File: config.mk
export PLATFORM = sky130hd
export DESIGN_NAME = icu_wide
export DESIGN_NICKNAME = d
export VERILOG_FILES = /design/src/rtl/icu_pkg.sv /design/src/rtl/icu_stack.sv /design/src/rtl/icu_wide.sv
export SDC_FILE = /design/constraint.sdc
export NUM_CORES = 1
export LEC_CHECK = 0
export ABC_AREA = 1
export CAP_MARGIN = 20
export CORE_MARGIN = 2
export CORE_UTILIZATION = 45
export DETAILED_ROUTE_END_ITERATION = 10
export GPL_TIMING_DRIVEN = 0
export PLACE_DENSITY = 0.79
export SLEW_MARGIN = 40
export SYNTH_ARGS = -nofsm -noshare
export SYNTH_HDL_FRONTEND = slang
export SYNTH_SLANG_ARGS = --single-unit
File: constraint.sdc
create_clock -name X2 -period 4.3 [get_ports X2]
set_input_delay 0.86 -clock X2 [delete_from_list [all_inputs] [get_ports X2]]
set_output_delay 0.86 -clock X2 [all_outputs]
set_load 0.05 [all_outputs]
File: src/rtl/icu_pkg.sv
// Shared opcode definitions for the ICU family.
// Used by both the 1-bit ICU and the WIDTH-bit icu_wide.
package icu_pkg;

  localparam logic [3:0] OP_NOPO = 4'h0;
  localparam logic [3:0] OP_LD   = 4'h1;
  localparam logic [3:0] OP_LDC  = 4'h2;
  localparam logic [3:0] OP_AND  = 4'h3;
  localparam logic [3:0] OP_ANDC = 4'h4;
  localparam logic [3:0] OP_OR   = 4'h5;
  localparam logic [3:0] OP_ORC  = 4'h6;
  localparam logic [3:0] OP_XNOR = 4'h7;
  localparam logic [3:0] OP_STO  = 4'h8;
  localparam logic [3:0] OP_STOC = 4'h9;
  localparam logic [3:0] OP_IEN  = 4'hA;
  localparam logic [3:0] OP_OEN  = 4'hB;
  localparam logic [3:0] OP_JMP  = 4'hC;
  localparam logic [3:0] OP_RTN  = 4'hD;
  localparam logic [3:0] OP_SKZ  = 4'hE;
  localparam logic [3:0] OP_NOPF = 4'hF;

endpackage

File: src/rtl/icu_stack.sv
// Return-address LIFO for icu_wide.
// Shift-register organisation: entry 0 is always the top of stack.
module icu_stack #(
  parameter int DEPTH = 4,
  parameter int W     = 8
) (
  input  logic         clk,
  input  logic         rst,
  input  logic         push,
  input  logic         pop,
  input  logic [W-1:0] din,
  output logic [W-1:0] dout,
  output logic         full,
  output logic         empty
);

  localparam int CW = $clog2(DEPTH + 1);

  logic [W-1:0]  mem [DEPTH];
  logic [CW-1:0] cnt;

  assign dout  = mem[0];
  assign full  = (cnt == CW'(DEPTH));
  assign empty = (cnt == '0);

  always_ff @(posedge clk) begin
    if (rst) begin
      cnt <= '0;
    end else if (push && !full) begin
      cnt <= cnt + CW'(1);
    end else if (pop && !empty) begin
      cnt <= cnt - CW'(1);
    end
  end

  // Data needs no reset: the count alone defines validity.
  always_ff @(posedge clk) begin
    if (push && !full) begin
      mem[0] <= din;
      for (int i = 1; i < DEPTH; i++)
        mem[i] <= mem[i-1];
    end else if (pop && !empty) begin
      for (int i = 0; i < DEPTH - 1; i++)
        mem[i] <= mem[i+1];
    end
  end

endmodule

File: src/rtl/icu_wide.sv
// WIDTH-bit industrial control unit with on-chip PC and
// call/return stack; one instruction per X2 cycle.
module icu_wide
  import icu_pkg::*;
#(
  parameter int WIDTH       = 1,
  parameter int ADDR_W      = 8,
  parameter int STACK_DEPTH = 4
) (
  input  logic              X2,
  input  logic              RST,
  input  logic [3:0]        I,
  input  logic [ADDR_W-1:0] OPR,
  input  logic [WIDTH-1:0]  DATA_in,
  output logic [ADDR_W-1:0] PC,
  output logic [WIDTH-1:0]  DATA_out,
  output logic              WRITE,
  output logic              oeb,
  output logic [WIDTH-1:0]  RR,
  output logic              JMP,
  output logic              RTN,
  output logic              FLAG_O,
  output logic              FLAG_F,
  output logic              stack_err
);

  logic              ien;
  logic              oen;
  logic              skip;
  logic              exec;
  logic              store;
  logic              full;
  logic              empty;
  logic [WIDTH-1:0]  d;
  logic [ADDR_W-1:0] pc_inc;
  logic [ADDR_W-1:0] top;

  assign exec   = !RST && !skip;
  assign store  = exec && (I == OP_STO || I == OP_STOC);
  assign WRITE  = store && oen;
  assign oeb    = !WRITE;
  assign DATA_out = WRITE ? ((I == OP_STOC) ? ~RR : RR) : '0;
  assign JMP    = exec && (I == OP_JMP);
  assign RTN    = exec && (I == OP_RTN);
  assign FLAG_O = exec && (I == OP_NOPO);
  assign FLAG_F = exec && (I == OP_NOPF);
  assign d      = DATA_in & {WIDTH{ien}};
  assign pc_inc = PC + ADDR_W'(1);

  icu_stack #(
    .DEPTH (STACK_DEPTH),
    .W     (ADDR_W)
  ) u_stack (
    .clk   (X2),
    .rst   (RST),
    .push  (JMP),
    .pop   (RTN),
    .din   (pc_inc),
    .dout  (top),
    .full  (full),
    .empty (empty)
  );

  always_ff @(posedge X2) begin
    if (RST) begin
      PC        <= '0;
      RR        <= '0;
      ien       <= 1'b0;
      oen       <= 1'b0;
      skip      <= 1'b0;
      stack_err <= 1'b0;
    end else if (skip) begin
      PC   <= pc_inc;
      skip <= 1'b0;
    end else begin
      PC   <= pc_inc;
      skip <= 1'b0;
      unique case (I)
        OP_LD:   RR  <= d;
        OP_LDC:  RR  <= ~d;
        OP_AND:  RR  <= RR & d;
        OP_ANDC: RR  <= RR & ~d;
        OP_OR:   RR  <= RR | d;
        OP_ORC:  RR  <= RR | ~d;
        OP_XNOR: RR  <= ~(RR ^ d);
        OP_IEN:  ien <= DATA_in[0];
        OP_OEN:  oen <= DATA_in[0];
        OP_JMP: begin
          PC <= OPR;
          if (full) stack_err <= 1'b1;
        end
        // Return skips the instruction after the call site.
        OP_RTN: begin
          skip <= 1'b1;
          if (empty) stack_err <= 1'b1;
          else PC <= top;
        end
        OP_SKZ:  skip <= ~|RR;
        default: ;
      endcase
    end
  end

endmodule

==> After elaboration in Yosys (flattened, before gate mapping) <==
Memories as Yosys holds them, arrays and structs flattened.
Cells that the tools add are included.
{ "classes": {"addsub": 3, "n_eq_ne": 18, "muxes": 20, "bitwise": 13, "n_reduce_logical": 26} }
{ "op_table": {"columns": ["cell", "n"], "rows": [
  ["$mux W8", 5],
  ["$eq A4 B4 Y1 const B", 8],
  ["$eq A4 B3 Y1 const B", 4],
  ["$pmux W8 S2", 1],
  ["$logic_and A1 B1 Y1", 9],
  ["$mux W1", 9],
  ["$add A8 B1 Y8 const B", 1],
  ["$eq A4 B2 Y1 const B", 2],
  ["$pmux W1 S7", 1],
  ["$reduce_bool A7 Y1", 1],
  ["$logic_not A1 Y1", 6],
  ["$mux W3", 2],
  ["$reduce_and A2 Y1", 3],
  ["$or A1 B1 Y1", 5],
  ["$eq A4 B1 Y1 const B", 1],
  ["$logic_not A4 Y1", 1],
  ["$ne A2 B1 Y1 const B", 2],
  ["$not A1 Y1", 4],
  ["$pmux W1 S2", 2],
  ["$reduce_and A4 Y1", 1],
  ["$reduce_bool A2 Y1", 2],
  ["$add A3 B1 Y3 const B", 1],
  ["$and A1 B1 Y1", 3],
  ["$eq A3 B3 Y1 const B", 1],
  ["5 further kinds", 5]
]} }
{ "totals": {"register_bits": 16, "mem_bits_rw": 32, "in_bits": 15, "output_inout_bits": 17, "elab_cells": 88, "n_memories": 1} }
{ "mem_list": {"columns": ["memory", "depth", "width", "rd", "rd_clocked_by_memory_dff", "write_ports", "line_no", "text"], "rows": [
  ["u_stack.mem", 4, 8, 4, 0, 4, "icu_stack.sv:19", "logic [W-1:0] mem [DEPTH];"]
]} }

==> Longest topological paths before layout <==
{ "logic_depth": {"word_depth": 8, "mapped_depth": 12, "mapped_depth_nobuf": 12} }

==> Hierarchy <==
A second synthesis with hierarchy kept.
{ "unflattened": {"cells_unflattened": 309, "area_unflattened_um2": 2572.5} }
{ "by_module_without_submodules": {"columns": ["mod", "instances", "cells_per_inst", "area_per_inst_um2"], "rows": [
  ["icu_stack", 1, 142, 1590.3],
  ["icu_wide", 1, 167, 982.2]
]} }

==> Worst setup path before layout <==
Ideal clock, no wire load.
{ "synth_timing": {"kind": "input to output", "start": "input RST", "end": "output FLAG_O", "t_arrival_ns": 2.718, "required_time_ns": 3.440, "setup_slack_ns": 0.722, "cell_stages": 4, "path_buffers": 1, "path_cell_list": "nor2_2 > buf_4 > inv_1 > nor4_1"} }
{ "synth_between": {"elab_chain_cells": 3} }
{ "synth_lines": {"columns": ["item", "line_no", "text"], "rows": [
  ["start: declaration", "icu_wide.sv:11", "input logic RST,"],
  ["$logic_not A1 Y1", "icu_wide.sv:38", "assign exec = !RST && !skip;"],
  ["$logic_and A1 B1 Y1", "icu_wide.sv:38", null],
  ["$logic_and A1 B1 Y1", "icu_wide.sv:45", "assign FLAG_O = exec && (I == OP_NOPO);"],
  ["end: declaration", "icu_wide.sv:22", "output logic FLAG_O,"]
]} }
No other way between the ends.

==> Worst setup path in the final report <==
Ends and elaborated chain as after synthesis.

==> flow_metrics.py <==
metrics = {
    "setup_path": {
        "critPathKind": "primary input to primary output",
        "crit_arrival_ps": 3100,
        "cp-start-kind": "primary input",
        "cpMaxStageDelayCell": "clkdlybuf4s50_1",
        "timing.critical_path.cells": "clkdlybuf4s50_1 -> nor2_2 -> buf_4 -> inv_1 -> nor4_1 -> clkdlybuf4s50_1",
        "critPathMaxFanout": 10,
        "critPathCaptureType": "primary output",
        "max_stage_delay_ps": 860,
        "crit_required_ps": 3440,
        "cp_top_family": "buffers and inverters",
        "cp_common_cell": "clkdlybuf4s50_1",
        "path_buf_inv": 4,
    },
    "grt": {
        "grt_overflow_total": 0,
        "grt_first_pass_wirelength_mm": 8.85,
        "grt_max_degree": 28,
        "grt.total_usage": 0.188,
        "antenna_found_initial": 0,
        "grt_pass1_vias": 1881,
    },
    "sta": {
        "maxSlewHeadroom": 0.572,
        "finalSetupTns_ps": 0,
        "post-route-min-period_ps": 3960,
        "finClkSkew_ps": 16.1,
        "rsz0062_at_grt": "false",
        "clock.fmax_mhz": 253,
        "hold_ws_ps": 456,
        "slew_viol_final": 0,
        "worst_slew_pin_slew_ps": 639,
        "hold_viol_final": 0,
        "finalSetupViolations": 0,
        "min_period_over_period": 0.920,
    },
    "placed_design": {
        "dp_hpwl_mm": 3.76,
        "place.gp.congestion": 0.886,
        "port_buffers": 30,
        "dp.cells": 366,
    },
    "final_layout": {
        "finish.utilization": 0.566,
        "fin_cells": 374,
        "finalNetCount": 320,
        "drive_above_1_share": 0.109,
        "area_growth_pct": 21.4,
        "antenna_cells": 0,
    },
    "clocking": {
        "insertion_delay_ps": 310,
        "cts_tree": "done",
        "clkSinkCount": 48,
        "cts_buffers": 5,
        "cts_setup_buffers": 0,
        "clk_path_buf_depth": 2,
        "clk_pin_slew_worst_paths_ps": 80,
        "htreeDepth": 2,
        "root_buffer": "clkbuf_8",
        "ctsHoldBuffers": 0,
        "cts_resized": 0,
    },
    "pwr": {
        "power_uw": 958,
        "internal_power_uw": 729,
        "clockPowerShare": 0.361,
        "p_seq_frac": 0.530,
        "p_switching_uw": 229,
        "p_per_area_nw_per_um2": 331,
        "leakagePower_uw": 0.00115,
        "swShare": 0.239,
        "vdd.ir_drop.worst_mv": 0.181,
        "power_frac_comb": 0.109,
    },
    "synth": {
        "synth-async-reset-ratio": 0,
        "ys_ff_latch": 48,
        "yosysMostFrequentCell": "nand2_1",
        "synth_cell_types": 37,
        "synth.top_cells.by_count": "nand2_1 (86), edfxtp_1 (32), inv_1 (28)",
        "synth_edf_count": 32,
        "ys_seq_area_frac": 0.538,
        "yosysTopAreaCellShare": 0.403,
        "syn_avg_cell_area_um2": 8.96,
        "syn_nets": 283,
        "yosysWarnings": 0,
        "synth_top_area_cell": "edfxtp_1",
        "netlist_instances": 266,
        "syn_area_um2": 2380,
        "synthFlopType": "edfxtp_1",
        "netlist_top_cells_area": "edfxtp_1 (40%), nand2_1 (14%), dfxtp_1 (13%)",
    },
    "route": {
        "drt_first_pass_iters": 4,
        "wl_mm": 5.26,
        "drt-initial-drc-count": 111,
        "viasPerCell": 5.08,
        "drc_errors": 0,
        "avgRoutedWirePerCell_um": 14.1,
        "vias": 1901,
        "ant_nets": 0,
    },
    "floorplanning": {
        "die_h_um": 76.8,
        "fp.coreArea_um2": 5110,
        "die_w_um": 76.8,
        "num_io_pins": 32,
        "initial_core_util": 0.467,
        "row_count": 26,
        "dieArea_um2": 5900,
    },
    "hold_path": {
        "hold_path_class": "flip-flop to flip-flop",
    },
    "status": {
        "status": "complete, no violations",
    },
    "run": {
        "max_cap_violations": 0,
    },
}
## cell type report
| cell class | instances | area, µm² |
|---|---|---|
| timing repair buffer | 30 | 300 |
| buffer | 7 | 65.1 |
| clock inverter | 2 | 38.8 |
| clock buffer | 6 | 82.6 |
| sequential | 48 | 1280 |
| fill | 483 | 2210 |
| tap | 70 | 87.6 |
| inverter | 31 | 121 |
| multi-input combinational | 180 | 916 |
## cells in the final DEF (no fill, tap or decap), types with 3 or more instances in the layout
| cell type | synthesis | routed |
|---|---|---|
| clkdlybuf4s50_1 | 0 | 30 |
| o21ai_0 | 17 | 17 |
| edfxtp_1 | 32 | 32 |
| nand2_2 | 3 | 3 |
| clkbuf_8 | 0 | 6 |
| nand3_1 | 11 | 11 |
| a21oi_1 | 6 | 6 |
| inv_1 | 28 | 28 |
| xnor2_1 | 3 | 3 |
| nor2_1 | 18 | 18 |
| nand2_1 | 86 | 86 |
| buf_6 | 4 | 4 |
| dfxtp_1 | 16 | 16 |
| o21ai_1 | 8 | 8 |
## state kept, by name, indices dropped and copies added (netlist names)
register,cells
stack_err,1
u_stack.cnt,3
RR,1
oen,1
skip,1
PC,8
ien,1
u_stack.mem,32
## stage by stage
stage	cell area, µm²	worst slack (ps)
2_1_floorplan	2380	722
3_3_place_gp	2770	372
3_5_place_dp	2770	353
4_1_cts	2890	327
5_1_grt	2890	235
6_report	2890	343
## metal layers
layer  wire length [µm]  GRT usage  vias to the layer above
met3                254     0.0247                        6
met5                  0          0                        -
li1                   -          -                      943
met2               2590      0.328                       55
met4                 43     0.0382                        0
met1               2380      0.251                      897
## worst paths after layout
kind | endpoint | startpoint | cells past startpoint | slack [ps]
worst max-delay path | FLAG_O | RST | 6 | 340
worst min-delay path | u_stack.mem[3][3]$_DFFE_PP_ | u_stack.mem[2][3]$_DFFE_PP_ | 0 | 460
worst max register to register | u_stack.cnt[2]$_SDFFE_PP0P_ | skip$_SDFF_PN0_ | 11 | 2230
worst min register to register | u_stack.mem[3][3]$_DFFE_PP_ | u_stack.mem[2][3]$_DFFE_PP_ | 0 | 460
## power by group through the flow
stage	clock (µW)	sequential [µW]	combinational (µW)
finish	346	508	104
global route	367	509	114
CTS	349	508	105
detailed placement	0	519	104
global placement	0	518	102
floorplan	0	534	48.1
## kinds of logic after synthesis
| group | Yosys count | share of synthesized area |
|---|---|---|
| AOI/OAI and AO/OA | 39 | 0.0950 |
| xor gates and xnor gates | 5 | 0.0184 |
| adders and majority gates | 2 | 0.0136 |
| buffers and inverters | 38 | 0.0782 |
| DFF | 48 | 0.538 |
| and+or+nand+nor | 134 | 0.257 |
No activity file was read; power rests on OpenSTA's default activity.
